## config.mk

```make
export PLATFORM = sky130hd
export DESIGN_NAME = trace_arbiter
export DESIGN_NICKNAME = d
export VERILOG_FILES = /design/src/rtl/trace_arbiter.sv
export SDC_FILE = /design/constraint.sdc
export NUM_CORES = 1
export LEC_CHECK = 0
export ABC_AREA = 1
export BUFFER_PORTS_ARGS = -buffer_cell sky130_fd_sc_hd__buf_2
export CORE_MARGIN = 4
export CORE_UTILIZATION = 40
export DETAILED_ROUTE_END_ITERATION = 7
export PLACE_DENSITY = 0.56
export RECOVER_POWER = 100
export SLEW_MARGIN = 10
export SYNTH_ARGS = -nofsm -noshare
export SYNTH_HDL_FRONTEND = slang
export SYNTH_SLANG_ARGS = --single-unit
```

## constraint.sdc

```tcl
create_clock -name clk_i -period 8.55 [get_ports clk_i]
set_input_delay 2.1375 -clock clk_i [delete_from_list [all_inputs] [get_ports clk_i]]
set_output_delay 2.1375 -clock clk_i [all_outputs]
set_load 0.02 [all_outputs]
```

## src/rtl/trace_arbiter.sv

```systemverilog
// trace_arbiter: merges retirement and RF-write trace records into one cycle-stamped stream.
// The RF-write source is built only when TRACE_ARB_RF_PORT_EN is defined.
module trace_arbiter_fifo #(
    parameter int DEPTH = 4,
    parameter int W     = 8
) (
    input  logic         clk_i,
    input  logic         rst_i,
    input  logic         push,
    input  logic         pop,
    input  logic [W-1:0] wdata,
    output logic [W-1:0] rdata,
    output logic         empty,
    output logic         full
);
    localparam int AW = $clog2(DEPTH);
    logic [W-1:0] mem [DEPTH];
    logic [AW-1:0] wp, rp;
    logic [AW:0] cnt;
    assign empty = cnt == '0;
    assign full  = cnt == (AW+1)'(DEPTH);
    assign rdata = mem[rp];
    always_ff @(posedge clk_i) begin
        if (rst_i) begin
            wp  <= '0;
            rp  <= '0;
            cnt <= '0;
        end else begin
            if (push) begin
                mem[wp] <= wdata;
                wp      <= wp + 1'b1;
            end
            if (pop) rp <= rp + 1'b1;
            cnt <= cnt + {{AW{1'b0}}, push} - {{AW{1'b0}}, pop};
        end
    end
endmodule

module trace_arbiter #(
    parameter int DEPTH  = 4,
    parameter int DROP_W = 16
) (
    input  logic              clk_i,
    input  logic              rst_i,
    input  logic              ret_valid_i,
    input  logic [31:0]       ret_pc_i,
    input  logic [31:0]       ret_insn_i,
    input  logic [4:0]        ret_rd_addr_i,
    input  logic [31:0]       ret_rd_wdata_i,
    input  logic              rf_wren_i,
    input  logic [4:0]        rf_rd_addr_i,
    input  logic [31:0]       rf_rd_wdata_i,
    output logic              trc_valid_o,
    input  logic              trc_ready_i,
    output logic              trc_src_o,
    output logic [31:0]       trc_cycle_o,
    output logic [31:0]       trc_pc_o,
    output logic [31:0]       trc_insn_o,
    output logic [31:0]       trc_wdata_o,
    output logic [4:0]        trc_rd_addr_o,
    output logic [DROP_W-1:0] drop_cnt_o
);
    typedef struct packed {
        logic        src;
        logic [31:0] cyc;
        logic [31:0] pc;
        logic [31:0] insn;
        logic [31:0] wdata;
        logic [4:0]  rd;
    } rec_t;

    logic [31:0] cycle_q;
    logic [DROP_W-1:0] drop_q;
    logic prio_q;
    logic out_v;
    rec_t out_q, ret_rec, ret_head, rf_head;
    logic ret_empty, ret_full, ret_pop, ret_push, ret_drop;
    logic rf_empty, rf_pop, rf_drop;
    logic load, both, grant_rf;
    logic [1:0] drop_inc;
    logic [DROP_W:0] drop_sum;

    assign ret_rec = '{src: 1'b0, cyc: cycle_q, pc: ret_pc_i, insn: ret_insn_i,
                       wdata: ret_rd_wdata_i, rd: ret_rd_addr_i};
    assign load     = !out_v || trc_ready_i;
    assign both     = !ret_empty && !rf_empty;
    // prio_q names the winner of the next contested grant; uncontested grants leave it alone
    assign grant_rf = both ? prio_q : !rf_empty;
    assign ret_pop  = load && !ret_empty && !grant_rf;
    assign rf_pop   = load && !rf_empty && grant_rf;
    assign ret_push = ret_valid_i && (!ret_full || ret_pop);
    assign ret_drop = ret_valid_i && !ret_push;

    trace_arbiter_fifo #(.DEPTH(DEPTH), .W($bits(rec_t))) u_ret_fifo (
        .clk_i(clk_i), .rst_i(rst_i), .push(ret_push), .pop(ret_pop), .wdata(ret_rec),
        .rdata(ret_head), .empty(ret_empty), .full(ret_full)
    );

`ifdef TRACE_ARB_RF_PORT_EN
    rec_t rf_rec;
    logic rf_req, rf_push, rf_full;
    assign rf_rec  = '{src: 1'b1, cyc: cycle_q, pc: 32'd0, insn: 32'd0,
                       wdata: rf_rd_wdata_i, rd: rf_rd_addr_i};
    assign rf_req  = rf_wren_i && (rf_rd_addr_i != 5'd0);
    assign rf_push = rf_req && (!rf_full || rf_pop);
    assign rf_drop = rf_req && !rf_push;

    trace_arbiter_fifo #(.DEPTH(DEPTH), .W($bits(rec_t))) u_rf_fifo (
        .clk_i(clk_i), .rst_i(rst_i), .push(rf_push), .pop(rf_pop), .wdata(rf_rec),
        .rdata(rf_head), .empty(rf_empty), .full(rf_full)
    );
`else
    logic unused_rf;
    assign unused_rf = ^{rf_wren_i, rf_rd_addr_i, rf_rd_wdata_i};
    assign rf_empty  = 1'b1;
    assign rf_drop   = 1'b0;
    assign rf_head   = '0;
`endif

    assign drop_inc = {1'b0, ret_drop} + {1'b0, rf_drop};
    assign drop_sum = {1'b0, drop_q} + (DROP_W+1)'(drop_inc);

    always_ff @(posedge clk_i) begin
        if (rst_i) begin
            cycle_q <= '0;
            drop_q  <= '0;
            prio_q  <= 1'b0;
            out_v   <= 1'b0;
            out_q   <= '0;
        end else begin
            cycle_q <= cycle_q + 32'd1;
            drop_q  <= drop_sum[DROP_W] ? '1 : drop_sum[DROP_W-1:0];
            if (load) out_v <= !ret_empty || !rf_empty;
            if (load && (!ret_empty || !rf_empty)) out_q <= grant_rf ? rf_head : ret_head;
            if (load && both) prio_q <= !prio_q;
        end
    end

    assign trc_valid_o   = out_v;
    assign trc_src_o     = out_q.src;
    assign trc_cycle_o   = out_q.cyc;
    assign trc_pc_o      = out_q.pc;
    assign trc_insn_o    = out_q.insn;
    assign trc_wdata_o   = out_q.wdata;
    assign trc_rd_addr_o = out_q.rd;
    assign drop_cnt_o    = drop_q;
endmodule

```

# Word-level counts from Yosys, hierarchy flattened
# Memory sizes are Yosys's and may differ from the RTL's. A register that Yosys moved wholly into a read port is not among the register bits.
# Cells that the tools add are included.
dict set report word_totals {
  reg_bits 57
  ramBits 532
  input_bits 143
  memories 1
  elab_cells 29
}
dict set report classes {
  n_eq_ne 1
  reduce_logical 10
  mux 4
  addsub 6
}
# memory depth width rd rd_clocked_by_memory_dff wr line
set memory_table {}
lappend memory_table {u_ret_fifo.mem 4 133 1 1 1 17} ;# logic [W-1:0] mem [DEPTH];
# cell n
set ops {}
lappend ops {{32-bit by 1-bit adder with 32-bit output (second input constant)} 1}
lappend ops {{16-bit by 1-bit adder with 17-bit output} 1}
lappend ops {{16-bit two-way mux} 1}
lappend ops {{2-bit by 1-bit adder with 2-bit output (second input constant)} 2}
lappend ops {{1-bit logical NOT} 4}
lappend ops {{3-bit by 1-bit adder with 3-bit output} 1}
lappend ops {{3-bit == test (second input constant)} 1}
lappend ops {{1-bit logical AND} 3}
lappend ops {{3-bit logical NOT} 1}
lappend ops {{1-bit two-way mux} 3}
lappend ops {{3-bit by 1-bit subtractor with 3-bit output} 1}
lappend ops {{1-bit logical OR} 2}

# Longest topological paths before layout
dict set report logic_depth {
  depth_word 9
  ltp_mapped 15
  depth_no_buf 14
}

# Modules after synthesis
# A second synthesis with hierarchy kept.
dict set report unflattened {
  cells_unflattened 2581
  area_unflattened_um2 29009.1
}
# mod cells_each seq_area_each_um2 area_per_inst_um2 n_inst
set by_module_without_submodules {}
lappend by_module_without_submodules {trace_arbiter_fifo 1621 16275.6 21873.5 1}
lappend by_module_without_submodules {trace_arbiter 960 3663.5 7135.6 1}

# Worst setup path after synthesis
# OpenSTA, ideal clock, no wires.
dict set report synth_path {
  path_type {input -> register}
  from {in rst_i}
  to {mem u_ret_fifo.mem[0][0] (netlist name), enable pin}
  required_time_ns 7.923
  cell_stages 4
  t_arrival_ns 8.141
  setup_slack_ns -0.217
  setup_time_ns 0.627
  path_cell_list {inv_1 -> buf_1 -> nand2_1 -> nor2_1}
}
dict set report synth_via {
  elab_chain_len 2
}
# element line
set synth_lines {}
lappend synth_lines {{from (decl)} 44} ;# input logic rst_i,
lappend synth_lines {{1-bit two-way mux} 24} ;# if (rst_i) begin
lappend synth_lines {{1-bit two-way mux (not written as such)} 30} ;# mem[wp] <= wdata;
lappend synth_lines {{to (decl)} 17}
# No other way between the ends.

# Final worst setup path
dict set report layout_path {
  from {in trc_ready_i}
  to {reg trc_pc_o[10] (netlist name)}
}
dict set report layout_via {
  elab_chain_len 2
}
# element line
set layout_lines {}
lappend layout_lines {{from (decl)} 54} ;# input logic trc_ready_i,
lappend layout_lines {{1-bit logical OR} 85} ;# assign load = !out_v || trc_ready_i;
lappend layout_lines {{1-bit logical AND} 134} ;# if (load && (!ret_empty || !rf_empty)) out_q <= grant_rf ? rf_head : ret_head;
# No other way between the ends.
# A chain may end at the register's enable or synchronous reset.

==> qor.csv <==
metric,value,unit
hold_path.class,reg -> reg,
slew_headroom,-151,%
cp_cell_sequence,buf_2 -> nor2_1 -> a21oi_4 -> clkbuf_2 -> buf_4 -> o21ai_0 -> a31oi_1,
postRouteAntennaNets,0,
synth_edf_count,532,
vias,17600,
synth_top_area_share,59.2,%
critPathKind,in -> reg,
grt_pass1_vias,17300,
setup_viol,0,
area.sequential,19800,um2
fin_area,31100,um2
grt_pass1_wl,98800,um
holdBufCountCts,0,
critPathMaxFanout,174,
drt-initial-drc-count,1029,
portBuffers,254,
cts_htree_levels,3,
hpwlAfterDp,33600,um
drc,0,
use_met3,3.54,%
p_per_area,330,nW/um2
antenna_found_initial,2,
synthMostInstantiatedCell,nor2_1,
postCtsSetupBuffers,0,
period_share,70.7,%
ys_types,31,
async_flop_share,0,%
grt-busiest-layer,met2,
area_delta_synth_final,15.2,%
finalClockSkew,18.0,ps
status,"complete, but fails checks",
drive_above_1_share,5.31,%
grt_overflow,0,
synth_top_cell_by_area,edfxtp_1,
nets,2669,
arrival,6570,ps
root_buffer,clkbuf_16,
violations,"capacitance limit, slew limit",
die_w,268,um
antenna_cells,0,
clock_sink_count,721,
synth_area_per_cell,11.7,um2
dpl_cell_area,28900,um2
initial_utilization,40.7,%
cap_violations,5,
slowest_stage,clkbuf_2,
met1_usage,22.0,%
synth_ff_type,edfxtp_1,
firstDrtPassIters,5,
cts_tree,yes,
clkTransAtPathRegs,60,ps
grt_util_met2,31.8,%
cpPeakStageDelay,2400,ps
die-area,71600,um2
critPathLaunchType,primary input,
yosys_warnings,0,
syn_nets,2457,
final_util,46.8,%
multiInputGateArea,6310,um2
nFillCells,6075,
die_h,268,um
setup.worst_path.end_class,flip-flop,
io_pins,294,
syn-instance-count,2304,
cp.buffers_inverters,3,
peakVddDrop,0.406,mV
track_usage,17.8,%
worstMarginPinSlew,3760,ps
cts_resized,0,
cpLargestDelayFamily,buffers and inverters,
finalMaxSlewViolations,245,
gp_congestion,0.784,
clk_latency,610,ps
synth-seq-area-share,73.3,%
netlist_top_cells_area,"edfxtp_1 (59%), dfxtp_1 (14%), nor2_1 (8.6%)",
avgViaCountPerCell,5.12,
synth_common_cells,"nor2_1 (621), edfxtp_1 (532), o21ai_0 (392)",
netlist_area,27000,um2
max_freq,166,MHz
wl_per_cell,18.9,um
p_leak,10.5,nW
cts_buffers,79,
finalWorstPathRequiredPeriod,6040,ps
synth-seq-cells,721,
ctsLongestPathBuffers,3,
rows,94,
grt_max_degree,175,
worstPathRequired,9080,ps
core,66300,um2
hold_viol,0,
wl,65100,um
rsz0062_at_grt,false,
==> through the flow <==
stage	instances	setup WS [ps]	hold slack, ps	power [mW]	setup TNS, ps
after floorplan	2304	-217	453	6.28	-115700
after global placement	3299	3310	508	7.13	0
after detailed placement	3299	3310	508	7.19	0
after CTS	3444	3970	520	10.5	0
after global routing	3444	2000	560	10.9	0
final	3444	2510	530	10.3	0
==> metal layers <==
| layer | part of all wire (%) | wire, um |
|---|---|---|
| met1 | 43 | 27900 |
| met2 | 50 | 32900 |
| met3 | 4.4 | 2850 |
| met4 | 2.4 | 1540 |
| met5 | 0.020 | 13 |
==> state kept, by name, summed over array words and instances, names as in the netlist <==
name and count:
trc_wdata_o 32, u_ret_fifo.mem 532, trc_cycle_o 32, trc_pc_o 32, drop_cnt_o 16, trc_valid_o 1
u_ret_fifo.rp 2, cycle_q 32, u_ret_fifo.cnt 3, trc_rd_addr_o 5, u_ret_fifo.wp 2, trc_insn_o 32
==> kinds of logic (layout without fill, tap and decap cells) <==
logic type / after synthesis / count (layout) / synth area share [%]
simple gates: 767 / 767 / 11.0
other cells: 1 / 1 / 0.0139
buf+inv: 204 / 480 / 3.30
compound gates: 591 / 591 / 11.6
xor+xnor: 10 / 10 / 0.325
fa+ha+maj: 10 / 10 / 0.492
flops: 721 / 721 / 73.3
==> report_power, final <==
group	internal [mW]	switching, mW	leakage (nW)
Clock	1.96	1.33	1.24
Sequential	4.18	0.259	6.48
Combinational	0.644	1.89	2.74
Total	6.78	3.48	10.5
==> layout by cell type (no fill, tap or decap), types with 2 or more instances in the layout <==
cell type  count
clkbuf_8       7
nand3b_1       2
nor2_2         3
nor3_1         2
o21a_1         2
dfxtp_4        2
nand4_1        4
o21ai_0      415
bufinv_16      4
a31oi_1      133
clkbuf_1     274
inv_6          3
a21oi_1       37
buf_12         4
dfxtp_1      187
o21ai_1        3
buf_4         11
clkinv_1      15
clkbuf_16     83
inv_1         61
nor2_1       622
inv_4          2
ha_1           9
xor2_1         7
clkinv_2       9
nand2_1      105
nand3_1       28
xnor2_1        3
buf_2          2
edfxtp_1     532
==> path summary, 6_finish.rpt <==
path | depth (start not counted) | slack [ps] | from | endpoint
worst max-delay path | 7 | 2510 | trc_ready_i | trc_pc_o[10]
worst min-delay path | 1 | 530 | cycle_q[0] | cycle_q[0]
worst max register to register | 6 | 3730 | u_ret_fifo.cnt[2] | trc_pc_o[10]
worst min register to register | 1 | 530 | cycle_q[0] | cycle_q[0]
==> final cells by class <==
cell class	count	share of cell area (%)
multi-input combinational	1379	20.3
timing repair buffer	270	3.62
sequential	721	63.6
inverter	65	0.818
tap	864	3.48
clock inverter	33	0.886
clock buffer	112	7.26
(Power assumes the default switching activity.)
